[src/rtl/mem_stage_lsu_if.sv]
// ============================================================================
// Module   : mem_stage_lsu_if
// Brief    : MEM-stage request/response and data-memory bus of the load/store unit.
// Revision : 1.0
// ============================================================================
`default_nettype none

interface mem_stage_lsu_if #(
    parameter int ADDR_BITS = 5
);
    logic                 req_valid;
    logic                 req_write;
    logic [1:0]           req_size;
    logic                 req_signed;
    logic [31:0]          req_addr;
    logic [31:0]          req_wdata;
    logic [4:0]           req_rd;
    logic                 stall;
    logic                 load_valid;
    logic [31:0]          load_data;
    logic [4:0]           load_rd;
    logic                 err;
    logic [ADDR_BITS-1:0] mem_addr;
    logic [31:0]          mem_wdata;
    logic                 mem_wr;
    logic                 mem_rd_en;
    logic [31:0]          mem_rdata;

    // master is the LSU itself; slave is the pipeline plus data memory around it.
    modport master (
        input  req_valid, req_write, req_size, req_signed, req_addr, req_wdata, req_rd,
        input  mem_rdata,
        output stall, load_valid, load_data, load_rd, err,
        output mem_addr, mem_wdata, mem_wr, mem_rd_en
    );

    modport slave (
        output req_valid, req_write, req_size, req_signed, req_addr, req_wdata, req_rd,
        output mem_rdata,
        input  stall, load_valid, load_data, load_rd, err,
        input  mem_addr, mem_wdata, mem_wr, mem_rd_en
    );
endinterface

`default_nettype wire

[src/rtl/mem_stage_lsu.sv]
// ============================================================================
// Module   : mem_stage_lsu
// Brief    : MEM-stage load/store unit; sub-word stores use a 2-cycle read-modify-write.
// Revision : 1.0
// ============================================================================
`default_nettype none

module mem_stage_lsu #(
    parameter int ADDR_BITS = 5
) (
    input  wire logic       clk,
    input  wire logic       rst,
    mem_stage_lsu_if.master bus
);
    typedef enum logic [0:0] {
        S_IDLE   = 1'b0,
        S_RMW_WR = 1'b1
    } state_t;

    state_t               state_q;
    logic                 load_valid_q;
    logic [31:0]          load_data_q;
    logic [4:0]           load_rd_q;
    logic                 err_q;
    logic [31:0]          merged_q;
    logic [ADDR_BITS-1:0] idx_q;

    logic                 w_idle;
    logic                 w_fault;
    logic                 w_load_go;
    logic                 w_word_st_go;
    logic                 w_sub_go;
    logic                 w_fault_go;
    logic [ADDR_BITS-1:0] w_idx;
    logic [31:0]          w_shifted;
    logic [31:0]          w_load_ext;
    logic [31:0]          merged_d;

    assign w_idx  = bus.req_addr[ADDR_BITS+1:2];
    assign w_idle = (state_q == S_IDLE) && !rst;

    always_comb begin
        w_fault = 1'b0;
        if (bus.req_size == 2'b11)
            w_fault = 1'b1;
        if (bus.req_size == 2'b01 && bus.req_addr[0])
            w_fault = 1'b1;
        if (bus.req_size == 2'b10 && bus.req_addr[1:0] != 2'b00)
            w_fault = 1'b1;
        if ((bus.req_addr >> (ADDR_BITS + 2)) != 32'd0)
            w_fault = 1'b1;
    end

    // In RMW_WR the upstream request is the one already being written; it is ignored.
    assign w_fault_go   = w_idle && bus.req_valid && w_fault;
    assign w_load_go    = w_idle && bus.req_valid && !w_fault && !bus.req_write;
    assign w_word_st_go = w_idle && bus.req_valid && !w_fault && bus.req_write
                          && (bus.req_size == 2'b10);
    assign w_sub_go     = w_idle && bus.req_valid && !w_fault && bus.req_write
                          && (bus.req_size != 2'b10);

    assign w_shifted = bus.mem_rdata >> {bus.req_addr[1:0], 3'b000};

    always_comb begin
        w_load_ext = bus.mem_rdata;
        case (bus.req_size)
            2'b00:   w_load_ext = {{24{bus.req_signed & w_shifted[7]}},  w_shifted[7:0]};
            2'b01:   w_load_ext = {{16{bus.req_signed & w_shifted[15]}}, w_shifted[15:0]};
            default: w_load_ext = bus.mem_rdata;
        endcase
    end

    always_comb begin
        merged_d = bus.mem_rdata;
        if (bus.req_size == 2'b00)
            merged_d[{bus.req_addr[1:0], 3'b000} +: 8] = bus.req_wdata[7:0];
        else
            merged_d[{bus.req_addr[1], 4'b0000} +: 16] = bus.req_wdata[15:0];
    end

    always_ff @(posedge clk or posedge rst) begin
        if (rst) begin
            state_q      <= S_IDLE;
            load_valid_q <= 1'b0;
            load_data_q  <= 32'd0;
            load_rd_q    <= 5'd0;
            err_q        <= 1'b0;
            merged_q     <= 32'd0;
            idx_q        <= '0;
        end else begin
            load_valid_q <= w_load_go;
            err_q        <= w_fault_go;
            if (w_load_go) begin
                load_data_q <= w_load_ext;
                load_rd_q   <= bus.req_rd;
            end
            case (state_q)
                S_IDLE: begin
                    if (w_sub_go) begin
                        merged_q <= merged_d;
                        idx_q    <= w_idx;
                        state_q  <= S_RMW_WR;
                    end
                end
                S_RMW_WR: state_q <= S_IDLE;
                default:  state_q <= S_IDLE;
            endcase
        end
    end

    assign bus.stall      = w_sub_go;
    assign bus.mem_rd_en  = w_load_go || w_sub_go;
    assign bus.mem_wr     = w_word_st_go || ((state_q == S_RMW_WR) && !rst);
    assign bus.mem_addr   = (state_q == S_RMW_WR) ? idx_q : w_idx;
    assign bus.mem_wdata  = (state_q == S_RMW_WR) ? merged_q : bus.req_wdata;
    assign bus.load_valid = load_valid_q;
    assign bus.load_data  = load_data_q;
    assign bus.load_rd    = load_rd_q;
    assign bus.err        = err_q;
endmodule

`default_nettype wire

[src/flat_wrapper.sv]
// flat-port wrapper written by rule: the top's interface ports become plain ports
module mem_stage_lsu_flat 
#(
    parameter int ADDR_BITS = 5
)
  (clk, rst, bus_req_valid, bus_req_write, bus_req_size, bus_req_signed, bus_req_addr, bus_req_wdata, bus_req_rd, bus_mem_rdata, bus_stall, bus_load_valid, bus_load_data, bus_load_rd, bus_err, bus_mem_addr, bus_mem_wdata, bus_mem_wr, bus_mem_rd_en);
  mem_stage_lsu_if #(.ADDR_BITS(ADDR_BITS)) bus_i ();
  input  wire logic clk;
  input  wire logic rst;
  input wire logic [$bits(bus_i.req_valid)-1:0] bus_req_valid;
  input wire logic [$bits(bus_i.req_write)-1:0] bus_req_write;
  input wire logic [$bits(bus_i.req_size)-1:0] bus_req_size;
  input wire logic [$bits(bus_i.req_signed)-1:0] bus_req_signed;
  input wire logic [$bits(bus_i.req_addr)-1:0] bus_req_addr;
  input wire logic [$bits(bus_i.req_wdata)-1:0] bus_req_wdata;
  input wire logic [$bits(bus_i.req_rd)-1:0] bus_req_rd;
  input wire logic [$bits(bus_i.mem_rdata)-1:0] bus_mem_rdata;
  output wire logic [$bits(bus_i.stall)-1:0] bus_stall;
  output wire logic [$bits(bus_i.load_valid)-1:0] bus_load_valid;
  output wire logic [$bits(bus_i.load_data)-1:0] bus_load_data;
  output wire logic [$bits(bus_i.load_rd)-1:0] bus_load_rd;
  output wire logic [$bits(bus_i.err)-1:0] bus_err;
  output wire logic [$bits(bus_i.mem_addr)-1:0] bus_mem_addr;
  output wire logic [$bits(bus_i.mem_wdata)-1:0] bus_mem_wdata;
  output wire logic [$bits(bus_i.mem_wr)-1:0] bus_mem_wr;
  output wire logic [$bits(bus_i.mem_rd_en)-1:0] bus_mem_rd_en;
  assign bus_i.req_valid = bus_req_valid;
  assign bus_i.req_write = bus_req_write;
  assign bus_i.req_size = bus_req_size;
  assign bus_i.req_signed = bus_req_signed;
  assign bus_i.req_addr = bus_req_addr;
  assign bus_i.req_wdata = bus_req_wdata;
  assign bus_i.req_rd = bus_req_rd;
  assign bus_i.mem_rdata = bus_mem_rdata;
  assign bus_stall = bus_i.stall;
  assign bus_load_valid = bus_i.load_valid;
  assign bus_load_data = bus_i.load_data;
  assign bus_load_rd = bus_i.load_rd;
  assign bus_err = bus_i.err;
  assign bus_mem_addr = bus_i.mem_addr;
  assign bus_mem_wdata = bus_i.mem_wdata;
  assign bus_mem_wr = bus_i.mem_wr;
  assign bus_mem_rd_en = bus_i.mem_rd_en;
  mem_stage_lsu #(.ADDR_BITS(ADDR_BITS)) u_core (.clk(clk), .rst(rst), .bus(bus_i));
endmodule
[config.mk]
export PLATFORM = sky130hd
export DESIGN_NAME = mem_stage_lsu_flat
export DESIGN_NICKNAME = d
export VERILOG_FILES = /design/src/rtl/mem_stage_lsu_if.sv /design/src/rtl/mem_stage_lsu.sv /design/src/flat_wrapper.sv
export SDC_FILE = /design/constraint.sdc
export NUM_CORES = 1
export LEC_CHECK = 0
export CORE_ASPECT_RATIO = 1.75
export CORE_MARGIN = 5
export CORE_UTILIZATION = 48
export DETAILED_ROUTE_END_ITERATION = 10
export GPL_TIMING_DRIVEN = 1
export PLACE_DENSITY = 0.91
export SLEW_MARGIN = 5
export SYNTH_ARGS = -nofsm -noshare
export SYNTH_HDL_FRONTEND = slang
export SYNTH_SLANG_ARGS = --single-unit
[constraint.sdc]
create_clock -name clk -period 7.35 [get_ports clk]
set_input_delay 1.47 -clock clk [delete_from_list [all_inputs] [get_ports clk]]
set_output_delay 1.47 -clock clk [all_outputs]
set_load 0.05 [all_outputs]
=== After elaboration in Yosys (flattened, before gate mapping) ===
Cells that the tools add are included.

* $add $sub $neg: 2
* $mul: 0
* Divide/modulo/power cells: 0
* Magnitude comparators: 0
* Equality and inequality tests: 4
* Shift-type cells: 5
* Mux-type cells: 12
* Bitwise operators: 3
* Reductions and logical operators: 20

{| class="wikitable"
|+ Operators by type and width
! kind !! count
|-
| bitwise mux 32 bit || 2
|-
| two-way mux 32 bit || 2
|-
| case mux 32 bit (2 select lines) || 1
|-
| nonzero test 32 bit || 1
|-
| variable shift 16 x 7 -> 32 bit (first input constant) || 1
|-
| variable shift 8 x 7 -> 32 bit (first input constant) || 1
|-
| indexed part select 16 x 7 -> 32 bit || 1
|-
| indexed part select 8 x 7 -> 32 bit || 1
|-
| >> shifter 32 x 5 -> 16 bit || 1
|-
| negation 5 -> 7 bit || 2
|-
| logical AND 1 bit || 11
|-
| two-way mux 1 bit || 5
|-
| two-way mux 5 bit || 1
|-
| equality test 2 bit (second input constant) || 2
|-
| zero test 1 bit || 3
|-
| AND 1 bit || 2
|-
| equality test 2 x 1 -> 1 bit (second input constant) || 1
|-
| zero test 2 bit || 1
|-
| logical OR 1 bit || 2
|-
| != test 2 bit (second input constant) || 1
|-
| case mux 1 bit (2 select lines) || 1
|-
| AND reduction 2 bit || 1
|-
| nonzero test 2 bit || 1
|-
| inverter 1 bit || 1
|}

* Register bits: 77
* Bits in latches: 0
* Memory bits (writable): 0
* Memory bits (read-only): 0
* Input bits: 108
* Output and inout bits: 79
* Word-level logic and storage cells: 53
* Memories: 0

=== Depth between registers and ports, before layout ===
Gate-level depths: netlist of the first run.

* Word-level depth: 11
* Gate-level depth with buffers: 10
* Gate-level depth less buffers: 6

=== Worst setup path after synthesis of the first run ===
No wires, ideal clock.

* Path kind: input -> output
* From: input bus_req_addr[1]
* To: output bus_mem_wr
* Arrival: 3561 ps
* Required time: 5880 ps
* Slack: 2319 ps
* Stages: 9
* Buffers on the path: 4
* Path through: buf_6 -> buf_2 -> clkinv_1 -> ha_1 -> o2111a_1 -> buf_2 -> clkbuf_1 -> a41oi_1 -> nor2_1

* Cells in the longest elaborated chain, start to end: 9

{| class="wikitable"
|+ RTL lines
! item !! line !! text
|-
| from (decl) || flat_wrapper.sv:14 || <nowiki>input wire logic [$bits(bus_i.req_addr)-1:0] bus_req_addr;</nowiki>
|-
| nonzero test 2 bit || mem_stage_lsu.sv:48 || <nowiki>if (bus.req_size == 2'b10 && bus.req_addr[1:0] != 2'b00)</nowiki>
|-
| logical AND 1 bit || mem_stage_lsu.sv:48 ||
|-
| two-way mux 1 bit || mem_stage_lsu.sv:48 ||
|-
| two-way mux 1 bit || mem_stage_lsu.sv:50 || <nowiki>if ((bus.req_addr >> (ADDR_BITS + 2)) != 32'd0)</nowiki>
|-
| zero test 1 bit || mem_stage_lsu.sv:57 || <nowiki>assign w_word_st_go = w_idle && bus.req_valid && !w_fault && bus.req_write</nowiki>
|-
| logical AND 1 bit (2 in series) || mem_stage_lsu.sv:57 ||
|-
| logical AND 1 bit || mem_stage_lsu.sv:58 || <nowiki>&& (bus.req_size == 2'b10);</nowiki>
|-
| logical OR 1 bit || mem_stage_lsu.sv:113 || <nowiki>assign bus.mem_wr = w_word_st_go || ((state_q == S_RMW_WR) && !rst);</nowiki>
|-
| to (decl) || flat_wrapper.sv:25 || <nowiki>output wire logic [$bits(bus_i.mem_wr)-1:0] bus_mem_wr;</nowiki>
|}

No other way between the ends.

=== Worst setup path in the final report of the first run ===
* From: input bus_req_addr[0]
* To: output bus_mem_wr

* Cells in the longest elaborated chain, start to end: 9
* Elaborated cells on any way between the ends: 11
* Those cells by class: mux (3); reduce/logical (8)

{| class="wikitable"
|+ RTL lines
! item !! line
|-
| logical AND 1 bit or nonzero test 2 bit (tied branches) || mem_stage_lsu.sv:46, mem_stage_lsu.sv:48
|-
| two-way mux 1 bit or logical AND 1 bit (tied branches) || mem_stage_lsu.sv:46, mem_stage_lsu.sv:48
|-
| two-way mux 1 bit (*) || mem_stage_lsu.sv:48
|-
| two-way mux 1 bit (*) || mem_stage_lsu.sv:50
|-
| zero test 1 bit (*) || mem_stage_lsu.sv:57
|-
| logical AND 1 bit (*) (2 in series) || mem_stage_lsu.sv:57
|-
| logical AND 1 bit (*) || mem_stage_lsu.sv:58
|-
| logical OR 1 bit (*) || mem_stage_lsu.sv:113
|}

Mark *: on every way between the ends. The rest lies on a longest branch, timed or not.

==> results, run 1 <==
- The run finished with clean final reports.
- The total number of placement rows is 48.
- The synthesized netlist occupies a cell area of 4770 µm².
- The area of the multi-input gates is 2570 µm².
- The effective utilization at floorplan is 48.7%.
- The count of maximum capacitance violations is 0.
- The worst setup path is launched from an input port.
- The element type at the critical path end is an output pin.
- In this run the tightest slew margin relative to its limit is 26.4%.
- By count the netlist is led by sky130_fd_sc_hd__mux2_2 (78), sky130_fd_sc_hd__dfrtp_1 (77), sky130_fd_sc_hd__a31oi_1 (40).
- The critical setup path kind is in2out.
- Setup repair after global routing left no endpoint under its margin.
- The tightest hold margin is 0.504 ns.
- The number of warnings issued by yosys is 0.
- The quantity of I/O buffers inserted on ports is 186.
- The maximum net fanout on the critical path is 29.
- The largest incremental delay on the critical path is 0.81 ns.
- The post-detailed-placement half-perimeter wirelength is 12.5 mm.
- The clock passes through at most 2 buffers.
- After filler insertion, the fill cell instance count of the layout stands at 685.
- 0 antenna diodes ended up in the layout.
- The sequential cells in the finished layout cover a total of 1930 µm².
- Measured along the x axis, the die boundary spans 85.3 µm.
- When the netlist entered floorplanning its net count stood at 552.
- For the pin with the worst max-slew slack, the measured transition is 1.10 ns.
- Dividing the synthesized area by the synthesized cell count gives 10.9 µm².
- After routing the design area is 6950 µm².
- TritonCTS created 9 clock buffers.
- The root buffer cell chosen for the clock tree is sky130_fd_sc_hd__clkbuf_16.
- For this run, the leading register cell type out of synthesis is sky130_fd_sc_hd__dfrtp_1.
- The critical path goes through clkdlybuf4s50_1 -> buf_4 -> inv_2 -> ha_1 -> o2111a_1 -> buf_4 -> a41oi_1 -> nor2_1 -> clkdlybuf4s50_1.
- The total die area is 12,100 µm².
- Hold repair after CTS inserted 0 buffers.
- The time the final worst path needs with I/O delays and setup is 5.69 ns.
- The ratio of routed vias to standard cells is 6.17.
- The number of levels the H-tree was split into is 3.
- Global routing used 26.6% of the available tracks.
- The library cell with the largest summed area after synthesis is sky130_fd_sc_hd__dfrtp_1.
- The sequential cell area fraction in the yosys report is 40.4%.
- For the worst setup path, the data required time is 5.88 ns.
- The detailed-router iteration count before antenna repair is 7.
- The path class of the tightest hold or removal check is reg2reg.
- The clock input transition at the sequential cells of the worst setup and hold paths is 0.06 ns.
- The netlist uses 48 different library cells.
- After synthesis, the share of flip-flops with an asynchronous set or reset is 100%.
- The number of ports placed on the die boundary is 187.
- The via count is 4,537.
- The number of nets in the layout is 718.
- The period utilization is 77.4%.
- STA puts the critical path data arrival time at 4.22 ns.
- The portion of synthesized cell area occupied by the leading cell type is 40.4%.
- The later pin in the worst-skew pair is clocked with a latency of 0.34 ns.
- Among all cell types in the netlist, the one instantiated most often is sky130_fd_sc_hd__mux2_2.
- After routing, the total negative slack on setup checks comes to 0 ns.
- Static timing analysis puts the maximum clock frequency at 176 MHz.
- The clock net in this run drives a total of 77 sinks.
- The synthesis-to-finish area growth is 45.9%.
- The final number of hold-violating endpoints is 0.
- By area the synthesized netlist is led by sky130_fd_sc_hd__dfrtp_1 (40%), sky130_fd_sc_hd__mux2_2 (18%), sky130_fd_sc_hd__a31oi_1 (5.3%).
- The area of the core is 9790 µm².
- The cell type of the slowest stage on the worst timing path is sky130_fd_sc_hd__clkdlybuf4s50_1.
- The die span in y is 142 µm.
- Entering global routing, the biggest net connects 78 pins.
- The flip-flop and latch count after synthesis is 77.
- Synthesis produced 439 cells.
- The detail route stage leaves a number of antenna-violating nets equal to 0.
- Post-CTS repair changed the size of 0 cells.
- In this run, the number of DRC markers left after iteration 0 of detailed routing was 489.
- The leakage dissipation is 2.96 nW.
- After global routing the overflow that remains totals 0.
- The worst-case IR drop observed on VDD is 122 µV.
- For this run, design rule violations remaining after detail routing come to 0.
- In the final layout, the share of cells above drive strength 1 is 19.3%.
- The standard cell area after detailed placement is 6650 µm².
- The TritonCTS clock tree is yes.
- The number of pins with negative max-slew slack in the final report is 0.
- The total power divided by cell area is 160 nW/µm².
- The number of buffers inserted by post-CTS setup repair is 0.
- The final layout contains routed wiring with a total length of 16.5 mm.
- Across the routed clock network, the largest skew measured is 0.00785 ns.
- The initial antenna violation count is 0.
- The number of enable flip-flop cells after synthesis is 0.
- Setup violations remaining at the end of the flow were counted as 0.
- Routability-driven placement finished with a final weighted congestion of 0.845.
- The first global-routing pass estimated 24.9 mm of wire.
- Dividing the detail-routed wire length by the instance count gives 22.4 µm.
- The number of global-route vias before repair is 4,588.
[critical path: cells and delay by family]
kind	cells	cell delay, ns
AOI/OAI and AO/OA	2	0.39
adders and majority gates	1	0.32
buffers and inverters	5	1.90
and+or+nand+nor	1	0.12
[registers in the layout (all words and copies together), names as in the netlist]
| register | count |
|---|---|
| u_core.bus.err | 1 |
| u_core.merged_q | 32 |
| u_core.idx_q | 5 |
| u_core.bus.load_data | 32 |
| u_core.bus.load_rd | 5 |
| u_core.state_q | 1 |
| u_core.bus.load_valid | 1 |
[area by class of cell]
type,count,share of cell area (%)
sequential,77,27.7
tap,125,2.25
timing repair buffer,194,27.6
inverter,21,1.13
clock buffer,11,3.49
clock inverter,5,0.846
multi-input combinational,302,36.9
[per-stage QoR]
| stage | setup WS, ns | std cells | util (%) | power (mW) |
|---|---|---|---|---|
| 6_report | 1.66 | 735 | 71.0 | 1.11 |
| 5_1_grt | 1.54 | 735 | 71.0 | 1.14 |
| 4_1_cts | 1.69 | 735 | 71.0 | 1.11 |
| 2_1_floorplan | 2.32 | 439 | - | 0.553 |
| 3_3_place_gp | 1.70 | 719 | 67.9 | 0.664 |
| 3_5_place_dp | 1.68 | 719 | 67.9 | 0.667 |
[where the power goes]
group / switching (mW) / internal, mW
sequential: 0.0000752 / 0.424
combinational: 0.127 / 0.110
clock: 0.176 / 0.273
total: 0.303 / 0.807
[cell families (layout without fill, tap and decap cells)]
family	Yosys count	after routing	synth area share, %
simple gates	66	66	7.93
flops	77	77	40.4
mux	97	97	22.5
xor+xnor	1	1	0.184
fa+ha+maj	5	5	1.31
buf+inv	60	231	5.88
compound gates	133	133	21.7
[cells in the final DEF (no fill, tap or decap), drive strengths merged, types with 4 or more instances in the layout]
cell type | Yosys | routed
buf | 23 | 8
nor4 | 5 | 5
a31oi | 48 | 48
a22oi | 7 | 7
a21oi | 12 | 12
and3b | 7 | 7
a222oi | 16 | 16
inv | 20 | 21
ha | 5 | 5
dfrtp | 77 | 77
mux2i | 18 | 18
nor2 | 7 | 7
o21ai | 9 | 9
clkdlybuf4s50 | 0 | 186
mux2 | 79 | 79
a22o | 16 | 16
clkbuf | 16 | 11
nand2 | 28 | 28
and3 | 4 | 4
a2bb2oi | 15 | 15
[per-layer routing]
metal	track usage [%]	share of wire (%)
met5	0	0
met4	13.5	4.9
met3	4.65	6.5
met2	47.8	54
met1	29.5	35
[worst paths after layout]
kind	start	end	slack (ns)	cells past startpoint
max	bus_req_addr[0]	bus_mem_wr	1.66	9
min	u_core.merged_q[0]	u_core.merged_q[0]	0.50	1
max reg2reg	u_core.state_q	u_core.bus.load_data[21]	4.23	5
min reg2reg	u_core.merged_q[0]	u_core.merged_q[0]	0.50	1
max in group asynchronous	rst	u_core.bus.load_data[7]	4.92	3
min in group asynchronous	rst	u_core.bus.err	1.78	3
Power figures use the tool's default switching activity.
==> run 2: changes to the inputs <==
--- a/config.mk
+++ b/config.mk
@@ -7,10 +7,10 @@
 export LEC_CHECK = 0
 export CORE_ASPECT_RATIO = 1.75
 export CORE_MARGIN = 5
-export CORE_UTILIZATION = 48
+export CORE_UTILIZATION = 40
 export DETAILED_ROUTE_END_ITERATION = 10
 export GPL_TIMING_DRIVEN = 1
-export PLACE_DENSITY = 0.91
+export PLACE_DENSITY = 0.81
 export SLEW_MARGIN = 5
 export SYNTH_ARGS = -nofsm -noshare
 export SYNTH_HDL_FRONTEND = slang
==> constraint.sdc (replaced) <==
create_clock -name clk -period 4.9 [get_ports clk]
set_input_delay 0.98 -clock clk [delete_from_list [all_inputs] [get_ports clk]]
set_output_delay 0.98 -clock clk [all_outputs]
set_load 0.05 [all_outputs]
==> results, run 2 (same netlist as run 1, synthesis figures left out) <==
- The total net switching power came to 456 µW (was 303 µW).
- The endpoint arrival time on the critical path is 3.09 ns (was 4.22 ns).
- The required time at the endpoint of the critical path is 3.92 ns (was 5.88 ns).
- The number of instances resized during post-cts repair came to 0 (unchanged).
- The number of routed nets with antenna violations is 0 (unchanged).
- The standard cell area after detailed placement is 6680 µm² (was 6650 µm²).
- The number of sinks driven by the clock tree is 77 (unchanged).
- The maximum net fanout on the critical path came to 29 (unchanged).
- The upper clock frequency limit is 245 MHz.
- Commonest cells after routing, fill and taps aside: sky130_fd_sc_hd__clkdlybuf4s50_1 (183), sky130_fd_sc_hd__mux2_2 (78), sky130_fd_sc_hd__dfrtp_1 (77), sky130_fd_sc_hd__a31oi_1 (40), sky130_fd_sc_hd__nand2_1 (28) (was sky130_fd_sc_hd__clkdlybuf4s50_1 (186), sky130_fd_sc_hd__mux2_2 (78), sky130_fd_sc_hd__dfrtp_1 (77), sky130_fd_sc_hd__a31oi_1 (40), sky130_fd_sc_hd__nand2_1 (28)).
- The number of levels the H-tree was split into is 3 (unchanged).
- The most used cell along the critical path is sky130_fd_sc_hd__buf_4.
- The first-pass GRT wire length is 26.2 mm (was 24.9 mm).
- The part of the total power dissipated in combinational logic is 20.9% (was 21.4%).
- The final number of hold-violating endpoints came to 0 (unchanged).
- The final worst clock skew is 0.00359 ns (was 0.00785 ns).
- The detailed-router iteration count before antenna repair is 8 (was 7).
- The die outline width is 92.5 µm (was 85.3 µm).
- The cell-internal power is 1.26 mW (was 807 µW).
- The effective utilization at floorplan is 40.9% (was 48.7%).
- The hold buffer count at CTS came to 0 (unchanged).
- The total die area was 14,300 µm² (was 12,100 µm²).
- The final count of negative-setup-slack endpoints is 0 (unchanged).
- The post-detailed-placement half-perimeter wirelength is 13.2 mm (was 12.5 mm).
- Ordered cell list for the critical path: clkdlybuf4s50_1 -> clkinv_1 -> ha_1 -> o2111a_1 -> buf_4 -> a41oi_1 -> nor2_1 -> buf_4 (was clkdlybuf4s50_1 -> buf_4 -> inv_2 -> ha_1 -> o2111a_1 -> buf_4 -> a41oi_1 -> nor2_1 -> clkdlybuf4s50_1).
- The count of maximum capacitance violations is 0 (unchanged).
- The leading cell type in the layout, fill and taps excluded is sky130_fd_sc_hd__clkdlybuf4s50_1 (unchanged).
- Status: completed (unchanged).
- The root buffer cell was sky130_fd_sc_hd__clkbuf_16 (unchanged).
- The DRC violation count after routing came to 0 (unchanged).
- The tightest slew margin relative to the limit is 19.0% (was 26.4%).
- The maximum root-to-sink buffer count is 2 (unchanged).
- The number of buffers inserted by post-CTS setup repair is 0 (unchanged).
- The initial antenna violation count came to 0 (unchanged).
- The insertion delay to the later sink of the worst-skew pair was 0.34 ns (about the same).
- The time the final worst path needs with I/O delays and setup is 4.07 ns.
- The final global-route overflow total is 0 (unchanged).
- The number of pins with negative max-slew slack in the final report is 0 (unchanged).
- The critical setup path kind is in2out (unchanged).
- The proportion of layout cells with a drive suffix above 1 came to 20.4% (was 19.3%).
- The total wire length is 17.2 mm (was 16.5 mm).
- The total buffers and inverters traversed by the critical path is 4 (was 5).
- The total power divided by cell area is 245 nW/µm² (was 160 nW/µm²).
- The area of the core came to 11,600 µm² (was 9790 µm²).
- The cell type of the slowest stage on the worst timing path is sky130_fd_sc_hd__clkdlybuf4s50_1 (unchanged).
- The wire length per cell after detailed routing is 23.0 µm (was 22.4 µm).
- The total negative slack is 0 ns (unchanged).
- The path category of the worst min-delay check is reg2reg (unchanged).
- The share of total power consumed by net switching is 26.6% (was 27.3%).
- The number of nets in the layout came to 721 (was 718).
- The period utilization is 83.1%.
- The via count is 4,638 (was 4,537).
- The element type at the critical path end is an output pin (unchanged).
- The worst-case vdd ir drop is 169 µV (was 122 µV).
- The number of DRC violations after detailed-routing iteration 0 is 429 (was 489).
- The slew at the pin with the worst max-slew slack is 1.21 ns (was 1.10 ns).
- The synthesis-to-finish area growth came to 47.0% (was 45.9%).
- The total number of placement rows was 52 (was 48).
- The number of ports placed on the die boundary is 187 (unchanged).
- The ratio of routed vias to standard cells is 6.20 (was 6.17).
- The clock network fraction of total power is 42.0% (was 40.4%).
- The die span in y was 154 µm (was 142 µm).
- The largest incremental delay on the critical path is 0.52 ns (was 0.81 ns).
- The overall fraction of global-route tracks in use is 23.7% (was 26.6%).
- The clock input transition at the sequential cells of the worst setup and hold paths was 0.06 ns (about the same).
- The leakage dissipation is 3.00 nW (was 2.96 nW).
- The final cell area excluding filler cells was 7000 µm² (was 6950 µm²).
- The TritonCTS buffer count is 9 (unchanged).
- The quantity of I/O buffers inserted on ports came to 186 (unchanged).
- The TritonCTS clock tree is yes (unchanged).
- The antenna cell count is 0 (unchanged).
- The sequential cell fraction of total power is 37.1% (was 38.2%).
- The final weighted congestion in routability-driven placement came to 0.866 (was 0.845).
- Unrepaired setup endpoints after global routing: no (unchanged).
- The kind of launch point of the worst setup path is an input port (unchanged).
- The number of global-route vias before repair is 4,669 (was 4,588).
- The largest net degree at the start of global routing was 47 (was 78).
- The family with the most delay on the worst path is buffers and inverters (unchanged).
-- run 2: cell types whose count changed in the layout (fill, tap and decap cells not counted), sizes merged --
cell / before / now
clkinv: 2 / 4
buf: 8 / 14
clkbuf: 11 / 10
clkinvlp: 2 / 1
bufinv: 1 / 2
clkdlybuf4s50: 186 / 183
inv: 21 / 20
-- run 2: area by class of cell --
cell class,count,area (µm²)
fill,950,4640
multi-input combinational,302,2570
timing repair buffer,197,1940
sequential,77,1930
clock buffer,10,239
tap,135,169
clock inverter,6,86.3
inverter,21,78.8
-- run 2: path summary, 6_finish.rpt --
kind	slack (ns)	start	depth (start not counted)	to
setup / recovery	0.83	bus_req_addr[1]	8	bus_mem_wr
hold / removal	0.51	u_core.idx_q[2]	1	u_core.idx_q[2]
setup reg to reg	2.10	u_core.state_q	6	u_core.bus.load_data[3]
hold reg to reg	0.51	u_core.idx_q[2]	1	u_core.idx_q[2]
max in group asynchronous	2.65	rst	3	u_core.merged_q[13]
min in group asynchronous	1.19	rst	2	u_core.bus.err
-- run 2: routing by layer --
metal	share of wire [%]	global-route usage, %	vias to the layer above
met1	35	26.3	2241
met2	53	41.1	297
li1	-	-	2037
met3	6.9	4.28	63
met5	0	0	-
met4	5.7	15.3	0
-- run 2: power by group through the flow --
stage | Clock (mW) | Combinational, mW | Sequential (mW)
2_1_floorplan | 0 | 0.181 | 0.650
3_3_place_gp | 0 | 0.347 | 0.648
3_5_place_dp | 0 | 0.353 | 0.648
4_1_cts | 0.735 | 0.355 | 0.636
5_1_grt | 0.759 | 0.375 | 0.636
6_report | 0.722 | 0.358 | 0.636
-- run 2: per-stage QoR --
stage | hold slack, ns | util [%] | cells | total power, mW | worst slack (ns)
2_1_floorplan | 0.475 | - | 439 | 0.830 | 0.849
3_3_place_gp | 0.486 | 57.3 | 732 | 0.995 | 0.919
3_5_place_dp | 0.494 | 57.3 | 732 | 1.00 | 0.847
4_1_cts | 0.508 | 60.1 | 748 | 1.73 | 0.832
5_1_grt | 0.524 | 60.1 | 748 | 1.77 | 0.705
6_report | 0.506 | 60.1 | 748 | 1.72 | 0.826
